$ cat config.mk
export PLATFORM = sky130hd
export DESIGN_NAME = reg_bank_read_responder
export DESIGN_NICKNAME = d
export VERILOG_FILES = /design/src/rtl/reg_bank_pkg.sv /design/src/rtl/reg_bank_storage.sv /design/src/rtl/reg_bank_read_responder.sv
export SDC_FILE = /design/constraint.sdc
export NUM_CORES = 1
export LEC_CHECK = 0
export CAP_MARGIN = 30
export CORE_ASPECT_RATIO = 0.75
export CORE_MARGIN = 1
export CORE_UTILIZATION = 25
export DETAILED_ROUTE_END_ITERATION = 8
export GPL_TIMING_DRIVEN = 0
export PLACE_DENSITY_LB_ADDON = 0.12
export SYNTH_ARGS = -nofsm -noshare
export SYNTH_HDL_FRONTEND = slang
export SYNTH_SLANG_ARGS = --single-unit
$ cat constraint.sdc
create_clock -name clk -period 4.4 [get_ports clk]
set_input_delay 0.88 -clock clk [delete_from_list [all_inputs] [get_ports clk]]
set_output_delay 0.88 -clock clk [all_outputs]
set_load 0.05 [all_outputs]
$ cat src/rtl/reg_bank_pkg.sv
// Shared types and default sizing for the register bank and its readers.
package reg_bank_pkg;

    localparam int DEFAULT_WIDTH = 8;
    localparam int DEFAULT_DEPTH = 8;

    typedef enum logic {
        IDLE,
        HOLD
    } rsp_state_t;

endpackage

$ cat src/rtl/reg_bank_storage.sv
// DEPTH x WIDTH enablable registers, async clear, combinational read mux.
module reg_bank_storage
    import reg_bank_pkg::*;
#(
    parameter int WIDTH  = DEFAULT_WIDTH,
    parameter int DEPTH  = DEFAULT_DEPTH,
    parameter int ADDR_W = (DEPTH > 1) ? $clog2(DEPTH) : 1
) (
    input  logic              clk,
    input  logic              reset,
    input  logic              wr_en_i,
    input  logic [ADDR_W-1:0] wr_addr_i,
    input  logic [WIDTH-1:0]  wr_data_i,
    input  logic [ADDR_W-1:0] rd_addr_i,
    output logic [WIDTH-1:0]  rd_data_o
);

    // One extra bit so DEPTH itself is representable when it is a power of 2.
    localparam logic [ADDR_W:0] DEPTH_W = (ADDR_W+1)'(DEPTH);

    logic [WIDTH-1:0] regs_q [DEPTH];

    logic wr_in_rng;
    logic rd_in_rng;

    assign wr_in_rng = ({1'b0, wr_addr_i} < DEPTH_W);
    assign rd_in_rng = ({1'b0, rd_addr_i} < DEPTH_W);

    always_ff @(posedge clk or posedge reset) begin
        if (reset) begin
            regs_q <= '{default: '0};
        end else if (wr_en_i && wr_in_rng) begin
            regs_q[wr_addr_i] <= wr_data_i;
        end
    end

    always_comb begin
        rd_data_o = '0;
        if (rd_in_rng) begin
            rd_data_o = regs_q[rd_addr_i];
        end
    end

endmodule

$ cat src/rtl/reg_bank_read_responder.sv
// Register bank with valid/ready read port and one-entry response buffer.
// Define REG_BANK_READ_FWD_EN for write-first forwarding on same-address hits.
module reg_bank_read_responder
    import reg_bank_pkg::*;
#(
    parameter  int WIDTH  = DEFAULT_WIDTH,
    parameter  int DEPTH  = DEFAULT_DEPTH,
    localparam int ADDR_W = (DEPTH > 1) ? $clog2(DEPTH) : 1
) (
    input  logic              clk,
    input  logic              reset,
    input  logic              wr_en,
    input  logic [ADDR_W-1:0] wr_addr,
    input  logic [WIDTH-1:0]  wr_data,
    input  logic              req_valid,
    output logic              req_ready,
    input  logic [ADDR_W-1:0] req_addr,
    output logic              rsp_valid,
    input  logic              rsp_ready,
    output logic [WIDTH-1:0]  rsp_data,
    output logic              rsp_err
);

    localparam logic [ADDR_W:0] DEPTH_W = (ADDR_W+1)'(DEPTH);

    rsp_state_t       state_q, state_d;
    logic [WIDTH-1:0] data_q, data_d;
    logic             err_q, err_d;

    logic [WIDTH-1:0] rd_data;
    logic [WIDTH-1:0] cap_data;
    logic             req_in_rng;
    logic             accept;

    reg_bank_storage #(
        .WIDTH  (WIDTH),
        .DEPTH  (DEPTH),
        .ADDR_W (ADDR_W)
    ) u_storage (
        .clk       (clk),
        .reset     (reset),
        .wr_en_i   (wr_en),
        .wr_addr_i (wr_addr),
        .wr_data_i (wr_data),
        .rd_addr_i (req_addr),
        .rd_data_o (rd_data)
    );

    assign req_in_rng = ({1'b0, req_addr} < DEPTH_W);
    assign req_ready  = (state_q == IDLE) || rsp_ready;
    assign accept     = req_valid && req_ready;

`ifdef REG_BANK_READ_FWD_EN
    always_comb begin
        cap_data = rd_data;
        if (wr_en && (wr_addr == req_addr) && req_in_rng) begin
            cap_data = wr_data;
        end
    end
`else
    // Read-first: the register value before this cycle's write.
    assign cap_data = rd_data;
`endif

    always_comb begin
        state_d = state_q;
        data_d  = data_q;
        err_d   = err_q;
        unique case (state_q)
            IDLE: begin
                if (accept) begin
                    state_d = HOLD;
                end
            end
            HOLD: begin
                if (rsp_ready && !accept) begin
                    state_d = IDLE;
                end
            end
            default: state_d = IDLE;
        endcase
        if (accept) begin
            data_d = req_in_rng ? cap_data : '0;
            err_d  = !req_in_rng;
        end
    end

    always_ff @(posedge clk or posedge reset) begin
        if (reset) begin
            state_q <= IDLE;
            data_q  <= '0;
            err_q   <= 1'b0;
        end else begin
            state_q <= state_d;
            data_q  <= data_d;
            err_q   <= err_d;
        end
    end

    assign rsp_valid = (state_q == HOLD);
    assign rsp_data  = data_q;
    assign rsp_err   = err_q;

endmodule

=== Word level (Yosys, flattened, before mapping) ===
Cells that the tools add are included.
W data, S select, Z words.

* Register bits after elaboration: 73
* Output and inout port bits: 11
* Logic and storage cells: 30

* Order comparisons: 3
* Muxes and demuxes: 9
* Bitwise gates (word level): 3
* Reductions and logical operators: 5

{| class="wikitable"
|+ Operators with widths
! cell !! count
|-
| $bwmux W64 || 1
|-
| $bmux W8 S3 || 1
|-
| $demux W8 S3 || 1
|-
| $mux W8 || 3
|-
| $ge A4 B4 Y1 const B || 2
|-
| $not A3 Y4 || 2
|-
| $lt A4 B1 Y1 const B || 1
|-
| $logic_and A1 B1 Y1 || 3
|-
| $mux W1 || 2
|-
| $pmux W1 S2 || 1
|-
| $logic_not A1 Y1 || 1
|-
| $logic_or A1 B1 Y1 || 1
|-
| $not A1 Y1 || 1
|}

=== Longest topological paths before layout ===
Gate-level depths: netlist (run 1).

* Word-level depth: 7
* Depth in mapped cells: 5
* Mapped depth without buffers: 4

=== Modules after synthesis ===
Synthesis (run 1) repeated with hierarchy kept, for this count alone.

* Cell total of the unflattened synthesis: 196
* Area, all modules: 3409.5 um^2

{| class="wikitable"
|+ Modules (own cells, without submodules)
! module !! instances !! cells each !! area each (um^2) !! sequential area each (um^2)
|-
| reg_bank_storage || 1 || 173 || 3009.1 || 1601.5
|-
| reg_bank_read_responder || 1 || 23 || 400.4 || 225.2
|}

=== Worst setup path after synthesis (run 1) ===
Ideal clock, no wire load.

* Path kind: input to output
* Start point: in rsp_ready
* End point: out req_ready
* Arrival: 1.461 ns
* Slack: 2.059 ns
* Cell stages on the path: 2
* Buffers on the path: 0
* Cell sequence: nor2b_1 > inv_1

* Word-level cells in the longest chain between the ends: 1

{| class="wikitable"
|+ Ends and longest elaborated chain
! item !! RTL line !! RTL
|-
| start, declared || reg_bank_read_responder.sv:19 || <nowiki>input logic rsp_ready,</nowiki>
|-
| $logic_or A1 B1 Y1 || reg_bank_read_responder.sv:50 || <nowiki>assign req_ready = (state_q == IDLE) || rsp_ready;</nowiki>
|-
| end, declared || reg_bank_read_responder.sv:16 || <nowiki>output logic req_ready,</nowiki>
|}

No other way between the ends.

=== Final worst setup path (run 1) ===
Same ends and word-level chain as after synthesis.

==> results.ini, run 1 <==
[clock_network]
cts_max_path_buffers=2
clk_latency_ns=0.33
cts.repair.resized=0
clkTransAtPathRegs_ns=0.06
root_buffer=clkbuf_16
numCtsBuffers=9
clock_sinks=73
cts_tree=done
cts_setup_buffers=0
cts_hold_buffers=0
ctsHtreeMaxLevel=3

[sta]
timing.final.ws_setup_ns=0.664
max_freq_ghz=0.268
worstMarginPinSlew_ns=0.910
setup-violations-final=0
max_slew_margin=0.391
drv_slew=0
hold_viol_final=0
finClkSkew_ns=0.00504
rsz0062_at_grt=false
period_minus_slack_ns=3.74
holdWs_ns=0.499
finalSetupTns_ns=0
period_share=0.849

[worst_setup_path]
r2r_start=rsp_valid$_DFF_PP0_
crit_family=buffers and inverters
cp.required_ns=3.52
end_kind=output port
reg2reg_depth=4
arrival_ns=2.86
r2r_end=rsp_data[0]$_DFFE_PP0P_
cp_max_fo=9
critical-path-max-stage-delay_ns=0.75
cp_cell_sequence=clkdlybuf4s50_1 -> nor2b_1 -> inv_1 -> clkdlybuf4s50_1
slowest_stage=clkdlybuf4s50_1
start_kind=primary input
critPathBufInv=3
crit_top_cell=clkdlybuf4s50_1
path_class=primary input to output port
r2r_slack_ns=2.55

[synthesis]
avgSynthCellArea_um2=14.4
syn_inst=233
synth_cell_types=23
yosysWarnings=0
synth_seq_area_share=0.546
synthesis.nets=252
synth_seq_cells=73
syn_area_mm2=0.00334

[floorplanning]
die_h_um=102
fp.coreArea_mm2=0.0130
io_pins=30
die_area_mm2=0.0138
die_w_um=136
row_count=36
start_util=0.257

[finish]
fin_util=0.318
area_growth_pct=23.8
final_common_cell=mux2_2
layout_common_cells=80 x mux2_2, 73 x dfrtp_1, 23 x clkdlybuf4s50_1
antenna_cells=0
nets=288
drive_gt1_frac=0.403

[drt]
drc=0
ant_nets=0
first_iter_violations=68
first_pass_iters=4
vias=2061
wire_per_inst_um=19.4
routed_wl_um=8630
vias_per_cell=4.64

[run_status]
outcome=completed

[global_routing]
grt_usage=0.141
antenna_found_initial=0
grt-ovfl-total=0
grt_pass1_wl_um=13700
grt_max_degree=59
grt_pass1_vias=2258

[place]
place.gp.congestion=0.662
hpwl_um=5740
dp_slack_ns=0.631
io_buffer_count=23

[worst_hold_path]
hold_start=u_storage.regs_q[13]$_DFFE_PP0P_
hold_class=flop to flop
holdPathStages=1
holdPathEnd=u_storage.regs_q[13]$_DFFE_PP0P_

[power_and_ir_drop]
power_density_mw_per_mm2=500
vdd_drop_max_mv=0.208
p_leak_nw=1.74

[job]
drv_cap=0

## final cells by class
| class | instances | area (um^2) |
|---|---|---|
| flip-flops and latches | 73 | 1830 |
| fillers | 1295 | 8880 |
| well taps | 171 | 214 |
| repair buffers | 25 | 269 |
| clock inverters | 3 | 65.1 |
| clock buffers | 12 | 246 |
| multi-input cells | 146 | 1430 |
| inverters | 3 | 13.8 |
| plain buffers | 11 | 73.8 |
## layer usage
metal,wire length [um],global-route usage,vias to the layer above
met3,300,0.0382,10
met5,0,0,-
met2,3810,0.215,38
li1,-,-,938
met1,4430,0.191,1075
met4,87,0.0501,0
## stage by stage
stage | power, mW | instances | instance area [um^2]
after global placement | 1.31 | 427 | 3790
after CTS | 2.11 | 444 | 4140
after global routing | 2.19 | 444 | 4140
after detailed placement | 1.32 | 429 | 3830
after floorplan | 1.19 | 233 | 3340
final | 2.07 | 444 | 4140
## worst register-to-register path, cell delays in order, from the launching register on
cell,delay [ns]
dfrtp_1,0.33
nor2b_1,0.64
inv_1,0.20
nand2_1,0.38
o31ai_1,0.16
## worst max path at each step
stage,from,end,slack (ns),depth (start not counted)
2_1_floorplan,reset,rsp_data[0]$_DFFE_PP0P_,1.67,1
3_3_place_gp,reset,u_storage.regs_q[61]$_DFFE_PP0P_,0.20,2
3_5_place_dp,rsp_ready,req_ready,0.63,4
4_1_cts,rsp_ready,req_ready,0.62,4
5_1_grt,rsp_ready,req_ready,0.55,4
6_report,rsp_ready,req_ready,0.66,4
## cell usage after synthesis
library cell | count | area [um^2]
nor3_4 | 1 | 16.3
nand4_1 | 1 | 6.26
buf_1 | 2 | 7.51
nand2b_4 | 1 | 13.8
mux2i_1 | 16 | 160
nor2b_1 | 2 | 12.5
nand4b_1 | 3 | 26.3
dfrtp_1 | 73 | 1830
buf_2 | 2 | 10.0
buf_6 | 1 | 11.3
nor3b_4 | 2 | 37.5
inv_1 | 3 | 11.3
a22o_1 | 8 | 70.1
nor2_1 | 1 | 3.75
o31ai_1 | 8 | 60.1
nor3_2 | 1 | 10.0
nand2b_1 | 1 | 6.26
nand2_1 | 4 | 15.0
conb_1 | 1 | 3.75
o21ai_0 | 8 | 40.0
mux2_2 | 80 | 901
buf_4 | 6 | 45.0
o22ai_1 | 8 | 50.1
## logic make-up after synthesis
logic type,count (synthesis),share of synthesized area
AO/OA/AOI/OAI,32,0.0658
multiplexers,96,0.317
AND/OR/NAND/NOR,17,0.0441
flip-flops,73,0.546
buffers and inverters,14,0.0254
other,1,0.00112
## registers in the layout, summed over array words and instances (netlist names)
signal and count:
u_storage.regs_q 64, rsp_data 8, rsp_valid 1
## where the power goes
part           internal (mW)  switching, mW  leakage, nW
Sequential             0.818         0.0701        0.877
Combinational          0.214          0.201        0.712
Clock                  0.508          0.261        0.153
Total                   1.54          0.531         1.74
No activity file was read; power rests on OpenSTA's default activity.
==> run 2: changes to the inputs <==
clock period = 3.2 ns   (was 4.4 ns; I/O delays follow)
==> run 2 against run 1 <==
Net effect:
- clock skew stayed put
- sequential share of layout area hardly changed
- largest power group unchanged
- sequential power is 37% higher
- total power is 38% higher
- count of clock-buffer cells in the layout stayed put
- worst setup slack worse by 0.46 ns
- routed wire length hardly changed
- combinational power is 37% higher
- non-clock buffer count stayed put
- first-iteration DRC count stayed put
==> results.ini, run 2 (synthesis gave the netlist of run 1 again) <==
[clock_network]
cts_tree=done
cts.repair.resized=1
ctsHtreeMaxLevel=3
cts_max_path_buffers=2
cts_setup_buffers=0
numCtsBuffers=9
cts_hold_buffers=0
clk_latency_ns=0.33
root_buffer=clkbuf_16
clkTransAtPathRegs_ns=0.06
clock_sinks=73

[power_and_ir_drop]
power_density_mw_per_mm2=687
power_switching_mw=0.731
seqPwrFrac=0.429
vdd_drop_max_mv=0.286
clkPwrFrac=0.371
p_leak_nw=1.74
pwr-share-comb=0.200
p_int_mw=2.12
switching_share=0.257

[finish]
area_growth_pct=23.9
layout_common_cells=80 x mux2_2, 73 x dfrtp_1, 23 x clkdlybuf4s50_1
fin_util=0.318
largest_reg_flops=64
drive_gt1_frac=0.407
nets=288
top_register=u_storage.regs_q
antenna_cells=0
final_common_cell=mux2_2

[worst_setup_path]
start_kind=primary input
path_class=primary input to output port
arrival_ns=2.35
cp_max_fo=9
end_kind=output port
r2r_slack_ns=1.62
cp.required_ns=2.56

[worst_hold_path]
hold_class=flop to flop

[sta]
period_minus_slack_ns=2.99
max_slew_margin=0.391
setup-violations-final=0
finClkSkew_ns=0.00504
drv_slew=0
hold_viol_final=0
timing.final.ws_setup_ns=0.207
rsz0062_at_grt=false
worstMarginPinSlew_ns=0.910
max_freq_ghz=0.334
period_share=0.935

[place]
io_buffer_count=23
place.gp.congestion=0.662
hpwl_um=5740
dp_slack_ns=-0.0889

[global_routing]
grt-ovfl-total=0
grt_pass1_wl_um=13700
grt_max_degree=59
grt_pass1_vias=2258
antenna_found_initial=0
grt_usage=0.141

[floorplanning]
die_area_mm2=0.0138
die_w_um=136
fp.coreArea_mm2=0.0130
io_pins=30
start_util=0.257
row_count=36
die_h_um=102

[job]
drv_cap=0

[drt]
vias_per_cell=4.64
first_pass_iters=4
vias=2060
ant_nets=0
drc=0
routed_wl_um=8640
first_iter_violations=68
wire_per_inst_um=19.5

[run_status]
outcome=completed

run 2: cell counts in the layout (fill, tap and decap cells not counted):
No cell type changed its count.
run 2: per-stage QoR:
stage          cells  instance area [um^2]  setup TNS (ns)  power, mW  hold WS (ns)
5_1_grt          444                  4140               0       3.01         0.516
3_5_place_dp     429                  3830         -0.0889       1.81         0.492
4_1_cts          444                  4140               0       2.90         0.505
3_3_place_gp     427                  3790          -54.64       1.80         0.484
2_1_floorplan    233                  3340               0       1.63         0.474
6_report         444                  4140               0       2.85         0.499
run 2: power by group through the flow:
stage | logic, mW | clock network [mW] | registers, mW
floorplan | 0.344 | 0 | 1.29
global placement | 0.561 | 0 | 1.23
detailed placement | 0.577 | 0 | 1.24
CTS | 0.579 | 1.10 | 1.22
global route | 0.621 | 1.15 | 1.25
finish | 0.570 | 1.06 | 1.22
run 2: area by class of cell:
class,instances,area (um^2)
Fill cell,1295,8870
Clock buffer,12,246
Inverter,3,13.8
Timing Repair Buffer,25,269
Tap cell,171,214
Multi-Input combinational cell,146,1440
Sequential cell,73,1830
Buffer,11,73.8
Clock inverter,3,65.1
run 2: worst paths after layout:
| kind | end | startpoint | cells after the start |
|---|---|---|---|
| max | req_ready | rsp_ready | 4 |
| min | u_storage.regs_q[13]$_DFFE_PP0P_ | u_storage.regs_q[13]$_DFFE_PP0P_ | 1 |
| max reg2reg | rsp_data[0]$_DFFE_PP0P_ | rsp_valid$_DFF_PP0_ | 4 |
| min reg2reg | u_storage.regs_q[13]$_DFFE_PP0P_ | u_storage.regs_q[13]$_DFFE_PP0P_ | 1 |
| max in group asynchronous | u_storage.regs_q[28]$_DFFE_PP0P_ | reset | 3 |
| min in group asynchronous | u_storage.regs_q[23]$_DFFE_PP0P_ | reset | 2 |
run 2: worst max-delay path: stages:
cell             delay (ns)
clkdlybuf4s50_1        0.41
nor2b_2                0.40
inv_1                  0.16
clkdlybuf4s50_1        0.73
run 2: per-layer routing:
layer	part of all wire	global-route usage	vias to the layer above
met4	0.010	0.0501	0
met5	0	0	-
li1	-	-	938
met1	0.51	0.191	1074
met2	0.44	0.215	38
met3	0.035	0.0382	10
==> run 3: changes to the inputs <==
CTS_CLUSTER_DIAMETER = 100   (was default)
==> results of run 3 <==
No change in the layout: final DEF, timing and power equal those of run 2.
